$ cat config.mk
export PLATFORM = sky130hd
export DESIGN_NAME = lpc_frame_scheduler_flat
export DESIGN_NICKNAME = d
export VERILOG_FILES = /design/src/rtl/lpc_pkg.sv /design/src/rtl/lpc_frame_scheduler_if.sv /design/src/rtl/lpc_bank_writer.sv /design/src/rtl/lpc_frame_scheduler.sv /design/src/flat_wrapper.sv
export SDC_FILE = /design/constraint.sdc
export NUM_CORES = 1
export LEC_CHECK = 0
export CAP_MARGIN = 25
export CORE_MARGIN = 5
export CORE_UTILIZATION = 40
export DETAILED_ROUTE_END_ITERATION = 16
export PLACE_DENSITY = 0.69
export SYNTH_ARGS = -nofsm -noshare
export SYNTH_HDL_FRONTEND = slang
export SYNTH_SLANG_ARGS = --single-unit
$ cat constraint.sdc
create_clock -name clk -period 1.62 [get_ports clk]
set_clock_uncertainty 0.2 [all_clocks]
set_input_delay 0.324 -clock clk [delete_from_list [all_inputs] [get_ports clk]]
set_output_delay 0.324 -clock clk [all_outputs]
set_load 0.01 [all_outputs]
$ cat src/rtl/lpc_pkg.sv
// Shared constants and processing-state encoding for the LPC frame scheduler.
package lpc_pkg;

    localparam int unsigned FRAME_LEN = 160;
    localparam int unsigned LPC_ORDER = 10;
    localparam int unsigned ADDR_W    = 8;

    typedef enum logic [1:0] {
        StIdle,
        StAc,
        StLd,
        StOut
    } lpc_state_e;

endpackage

$ cat src/rtl/lpc_frame_scheduler_if.sv
// Handshake and control bundle between the LPC frame scheduler and its surroundings.
interface lpc_frame_scheduler_if #(
    parameter int unsigned CNT_W = 16
);
    logic             in_valid;
    logic             in_ready;
    logic             wr_en;
    logic             wr_bank;
    logic [7:0]       wr_addr;
    logic             ac_start;
    logic             ac_bank;
    logic             ac_done;
    logic             ld_start;
    logic             ld_done;
    logic             coef_valid;
    logic             coef_ready;
    logic             overrun;
    logic             busy;
    logic [CNT_W-1:0] frame_cnt;

    modport master (
        input  in_valid, ac_done, ld_done, coef_ready,
        output in_ready, wr_en, wr_bank, wr_addr, ac_start, ac_bank, ld_start,
               coef_valid, overrun, busy, frame_cnt
    );

    modport slave (
        output in_valid, ac_done, ld_done, coef_ready,
        input  in_ready, wr_en, wr_bank, wr_addr, ac_start, ac_bank, ld_start,
               coef_valid, overrun, busy, frame_cnt
    );

endinterface

$ cat src/rtl/lpc_bank_writer.sv
// Fill side of the ping-pong sample RAM: write address, bank select, bank-full
// flags and overrun detection.
module lpc_bank_writer #(
    parameter int unsigned FRAME_LEN = 160
) (
    input  logic       clk,
    input  logic       reset,
    input  logic       in_valid,
    input  logic       clr_en,
    input  logic       clr_bank,
    output logic       in_ready,
    output logic       wr_en,
    output logic       wr_bank,
    output logic [7:0] wr_addr,
    output logic       overrun,
    output logic [1:0] full
);
    import lpc_pkg::*;

    localparam logic [ADDR_W-1:0] LAST_ADDR = ADDR_W'(FRAME_LEN - 1);

    logic              wr_bank_q, wr_bank_d;
    logic [ADDR_W-1:0] wr_addr_q, wr_addr_d;
    logic [1:0]        full_q, full_d;
    logic              overrun_q, overrun_d;

    always_comb begin
        in_ready  = !full_q[wr_bank_q];
        wr_en     = in_valid && in_ready;
        wr_bank_d = wr_bank_q;
        wr_addr_d = wr_addr_q;
        full_d    = full_q;
        overrun_d = in_valid && !in_ready;

        // Clear and set never target the same bank, so applying both is safe.
        if (clr_en) begin
            full_d[clr_bank] = 1'b0;
        end
        if (wr_en) begin
            if (wr_addr_q == LAST_ADDR) begin
                wr_addr_d         = '0;
                full_d[wr_bank_q] = 1'b1;
                wr_bank_d         = !wr_bank_q;
            end else begin
                wr_addr_d = wr_addr_q + ADDR_W'(1);
            end
        end
    end

    always_ff @(posedge clk) begin
        if (reset) begin
            wr_bank_q <= 1'b0;
            wr_addr_q <= '0;
            full_q    <= 2'b00;
            overrun_q <= 1'b0;
        end else begin
            wr_bank_q <= wr_bank_d;
            wr_addr_q <= wr_addr_d;
            full_q    <= full_d;
            overrun_q <= overrun_d;
        end
    end

    assign wr_bank = wr_bank_q;
    assign wr_addr = wr_addr_q;
    assign overrun = overrun_q;
    assign full    = full_q;

endmodule

$ cat src/rtl/lpc_frame_scheduler.sv
// Sequences autocorrelation, Levinson-Durbin and coefficient output for each
// filled sample bank while the bank writer keeps accepting samples.
module lpc_frame_scheduler #(
    parameter int unsigned FRAME_LEN = lpc_pkg::FRAME_LEN,
    parameter int unsigned CNT_W     = 16
) (
    input logic                   clk,
    input logic                   reset,
    lpc_frame_scheduler_if.master bus
);
    import lpc_pkg::*;

    lpc_state_e       state_q, state_d;
    logic             first_q;
    logic             ac_bank_q, ac_bank_d;
    logic [CNT_W-1:0] frame_cnt_q, frame_cnt_d;
    logic [1:0]       full;
    logic             clr_en;

    lpc_bank_writer #(
        .FRAME_LEN (FRAME_LEN)
    ) u_writer (
        .clk      (clk),
        .reset    (reset),
        .in_valid (bus.in_valid),
        .clr_en   (clr_en),
        .clr_bank (ac_bank_q),
        .in_ready (bus.in_ready),
        .wr_en    (bus.wr_en),
        .wr_bank  (bus.wr_bank),
        .wr_addr  (bus.wr_addr),
        .overrun  (bus.overrun),
        .full     (full)
    );

    always_comb begin
        state_d        = state_q;
        ac_bank_d      = ac_bank_q;
        frame_cnt_d    = frame_cnt_q;
        clr_en         = 1'b0;
        bus.ac_start   = 1'b0;
        bus.ld_start   = 1'b0;
        bus.coef_valid = 1'b0;

        unique case (state_q)
            StIdle: begin
                if (full[ac_bank_q]) begin
                    state_d = StAc;
                end
            end
            StAc: begin
                bus.ac_start = first_q;
                // ac_done still reflects the previous frame during the first cycle.
                if (!first_q && bus.ac_done) begin
                    state_d   = StLd;
                    clr_en    = 1'b1;
                    ac_bank_d = !ac_bank_q;
                end
            end
            StLd: begin
                bus.ld_start = first_q;
                if (bus.ld_done) begin
                    state_d = StOut;
                end
            end
            StOut: begin
                bus.coef_valid = 1'b1;
                if (bus.coef_ready) begin
                    frame_cnt_d = frame_cnt_q + CNT_W'(1);
                    state_d     = StIdle;
                end
            end
            default: state_d = StIdle;
        endcase
    end

    always_ff @(posedge clk) begin
        if (reset) begin
            state_q     <= StIdle;
            first_q     <= 1'b0;
            ac_bank_q   <= 1'b0;
            frame_cnt_q <= '0;
        end else begin
            state_q     <= state_d;
            first_q     <= (state_d != state_q);
            ac_bank_q   <= ac_bank_d;
            frame_cnt_q <= frame_cnt_d;
        end
    end

    assign bus.ac_bank   = ac_bank_q;
    assign bus.busy      = (state_q != StIdle);
    assign bus.frame_cnt = frame_cnt_q;

endmodule
$ cat src/flat_wrapper.sv
// flat-port wrapper written by rule: the top's interface ports become plain ports
module lpc_frame_scheduler_flat import lpc_pkg::*;
#(
    parameter int unsigned FRAME_LEN = lpc_pkg::FRAME_LEN,
    parameter int unsigned CNT_W     = 16
)
  (clk, reset, bus_in_valid, bus_ac_done, bus_ld_done, bus_coef_ready, bus_in_ready, bus_wr_en, bus_wr_bank, bus_wr_addr, bus_ac_start, bus_ac_bank, bus_ld_start, bus_coef_valid, bus_overrun, bus_busy, bus_frame_cnt);
  lpc_frame_scheduler_if #(.CNT_W(CNT_W)) bus_i ();
  input logic clk;
  input logic reset;
  input wire logic [$bits(bus_i.in_valid)-1:0] bus_in_valid;
  input wire logic [$bits(bus_i.ac_done)-1:0] bus_ac_done;
  input wire logic [$bits(bus_i.ld_done)-1:0] bus_ld_done;
  input wire logic [$bits(bus_i.coef_ready)-1:0] bus_coef_ready;
  output wire logic [$bits(bus_i.in_ready)-1:0] bus_in_ready;
  output wire logic [$bits(bus_i.wr_en)-1:0] bus_wr_en;
  output wire logic [$bits(bus_i.wr_bank)-1:0] bus_wr_bank;
  output wire logic [$bits(bus_i.wr_addr)-1:0] bus_wr_addr;
  output wire logic [$bits(bus_i.ac_start)-1:0] bus_ac_start;
  output wire logic [$bits(bus_i.ac_bank)-1:0] bus_ac_bank;
  output wire logic [$bits(bus_i.ld_start)-1:0] bus_ld_start;
  output wire logic [$bits(bus_i.coef_valid)-1:0] bus_coef_valid;
  output wire logic [$bits(bus_i.overrun)-1:0] bus_overrun;
  output wire logic [$bits(bus_i.busy)-1:0] bus_busy;
  output wire logic [$bits(bus_i.frame_cnt)-1:0] bus_frame_cnt;
  assign bus_i.in_valid = bus_in_valid;
  assign bus_i.ac_done = bus_ac_done;
  assign bus_i.ld_done = bus_ld_done;
  assign bus_i.coef_ready = bus_coef_ready;
  assign bus_in_ready = bus_i.in_ready;
  assign bus_wr_en = bus_i.wr_en;
  assign bus_wr_bank = bus_i.wr_bank;
  assign bus_wr_addr = bus_i.wr_addr;
  assign bus_ac_start = bus_i.ac_start;
  assign bus_ac_bank = bus_i.ac_bank;
  assign bus_ld_start = bus_i.ld_start;
  assign bus_coef_valid = bus_i.coef_valid;
  assign bus_overrun = bus_i.overrun;
  assign bus_busy = bus_i.busy;
  assign bus_frame_cnt = bus_i.frame_cnt;
  lpc_frame_scheduler #(.FRAME_LEN(FRAME_LEN), .CNT_W(CNT_W)) u_core (.clk(clk), .reset(reset), .bus(bus_i));
endmodule
==> results.md <==
* Post-layout min period at 1.817 ns
* Worst setup SP type: register
* Final setup violation count at 12
* Commonest non-fill, non-tap cells in the layout: buf_4, dlygate4sd2_1, nor2_1, buf_6, nand2_1
* Slew of the pin with the lowest slew margin at 0.2954 ns
* Synth warn at 0
* Fin. Hold Viols at 0
* Aggregate routed wire length at 4672 microns
* Clk sink count at 32
* Commonest non-fill, non-tap cell in the layout: buf_4
* First-pass GRT wire length at 7320 microns
* Worst-Skew Late Latency at a little under 0.3 ns
* I/O pin cnt at 39
* Max Clock Freq at 550.4 MHz
* Static leakage at about 1.2 nW
* Crit path DAT at 1.29 ns
* Status: finished, violations left
* Number of synthesized register bits at 32
* Vias in the first global route at between 1,500 and 2,000
* Final cycle utilization of the critical path at 112.2%
* Initial core utilization at 41.49%
* PnR worst setup slack at -0.1969 ns
* Area growth from synthesis to layout at 72.98%
* Syn_area_per_cell at 8.988 sq um
* Row count at 22
* Die area at 5129 sq um
* Mapped Cells at 169
* Dpl cells at 280
* Ys async rst share at 0%
* CP Class: register to primary output
* DRC at 0
* Initial antenna violation count at 0
* RePlAce Congestion at 0.8462
* Mapped Area at about 1500 sq um
* CP endpoint kind: primary output
* CP Cell Sequence: mux2_4, inv_2, buf_6, buf_6, buf_6
* HP Class: input pin to register
* Critical Path RT at 1.10 ns
* Port-buffer cells at 38
* Final ANT Viol Nets at 0
* Largest net degree at the start of global routing at 17
* Slowest Stage Delay on Critical Path at around 0.35 ns
* Drt first pass iters at 4
* CP dominant cell by count: buf_6
* Share of cells above drive strength 1 at 47.29%
* Iteration-0 DRC Markers at 60
* Post-DP HPWL at 2980 microns
* Die Ht at between 70 and 80 microns
* Routed len/inst at approximately 15 microns
* Sequential area share after synthesis at 42.17%
* CTS tree: built
* Total GRT Usage at roughly 18%
* CTS Root Cell: clkbuf_8
* Number of flops mapped to enable cells by yosys at 0
* WHS at 0.2687 ns
* Diodes inserted at 0
* Critical Path Fanout Max at 2
* RSZ-0062 raised after global routing: true
* Die width at between 70 and 80 microns
* Via count at around 1,600
* Reg clk slew, reported paths at 0.07 ns
* Relative slew slack at 80.14%
* Syn Nets at 177
* # nets final at approximately 270
* Top_reg_cell synth: dfxtp_1
* TNS Setup at -1.136 ns
* Clock buffer count from CTS at 5
* Clock buffer depth at 2
* Max Slew Vio Count at 0
* Routed vias/inst at 5.098
* Grt total ovfl at 0
* Finished Layout Cells at 306
* Core area at 3661 sq um
* Max_cap viols at 0
* Crit-path slowest cell: dfxtp_2
* Maximum vdd drop at 397.6 uV
* Synth cell types at 41
* H-tree Lvls at 2
* PwrDens at 575.2 nW/um^2
* Failing checks: negative setup slack
-- worst paths after layout --
path / start / endpoint / depth (start not counted) / slack (ns)
min reg2reg: u_core.bus.frame_cnt[14] / u_core.bus.frame_cnt[14] / 2 / 0.30
max: u_core.u_writer.wr_bank / bus_in_ready / 5 / -0.20
min: bus_in_valid / u_core.u_writer.wr_addr[1] / 4 / 0.27
max reg2reg: u_core.u_writer.wr_bank / u_core.u_writer.wr_bank / 8 / -0.14
-- routing by layer --
| metal | track usage, % | vias up | wire (microns) |
|---|---|---|---|
| li1 | - | 767 | - |
| met1 | 19.49 | 749 | 1823 |
| met2 | 33.06 | 36 | 2550 |
| met3 | 5.610 | 8 | 237 |
| met4 | 4.593 | 0 | 59 |
| met5 | 0 | - | 0 |
-- Yosys cell counts, drive strengths merged (3+ instances only) --
master	n	share of area, %
a21oi	9	3.0
and3	3	1.3
and4	3	1.9
clkbuf	5	1.2
dfxtp	32	42
inv	5	1.2
nand2	15	4.2
nand2b	3	1.2
nand3	7	3.1
nand4	9	4.7
nor2	24	5.9
nor3	5	1.6
o31ai	3	1.5
or4	3	1.5
xnor2	7	4.0
xor2	11	6.3
-- kinds of logic after synthesis --
group           synth area share (%)
mux                            1.400
flops                          42.17
xor+xnor                       10.38
fa+ha+maj                      1.647
simple gates                   31.96
compound gates                 8.484
buf+inv                        3.953
-- registers in the layout (all words and copies together) (netlist names) --
| name | flops |
|---|---|
| u_core.bus.ac_bank | 1 |
| u_core.bus.frame_cnt | 16 |
| u_core.first_q | 1 |
| u_core.state_q | 2 |
| u_core.u_writer.full | 2 |
| u_core.u_writer.overrun | 1 |
| u_core.u_writer.wr_addr | 8 |
| u_core.u_writer.wr_bank | 1 |
-- power breakdown --
group | leakage, nW | total (mW) | switching [mW] | internal (mW)
clock network | 0.0510 | 0.645 | 0.306 | 0.339
logic | 0.873 | 0.0841 | 0.0417 | 0.0424
registers | 0.270 | 0.783 | 0.00312 | 0.780
-- cell type report --
class	count	area, sq um
Fill cell	287	1033
Multi-Input combinational cell	125	1001
Timing Repair Buffer	88	773.2
Sequential cell	32	681.9
Clock buffer	6	82.58
Tap cell	48	60.06
Inverter	5	18.77
Clock inverter	2	10.01
-- critical path: cells and delay by family (launching register included) --
family	cells	cell delay, ns
flops	1	0.35
buf+inv	4	0.34
mux	1	0.32
-- per-stage QoR --
step                      worst slack (ns)  total power [mW]  util [%]  cell area [sq um]
after floorplan                   -0.07862            0.8388         -               1562
after global placement             -0.4735            0.8898     60.46               2213
after detailed placement           -0.5016            0.8917     60.46               2213
after CTS                          -0.1822             1.522     66.75               2444
after global routing               -0.2409             1.556     71.77               2628
final                              -0.1969             1.511     71.77               2628
-- repair_timing --
item / in CTS / in global routing
resized for setup: 83 / 34
pin swaps: 11 / 20
buffers inserted: 10 / 10
gates cloned: 0 / 0
hold buffers: 0 / 0
endpoints found under the setup margin: 47 / 23
Power figures use the tool's default switching activity.
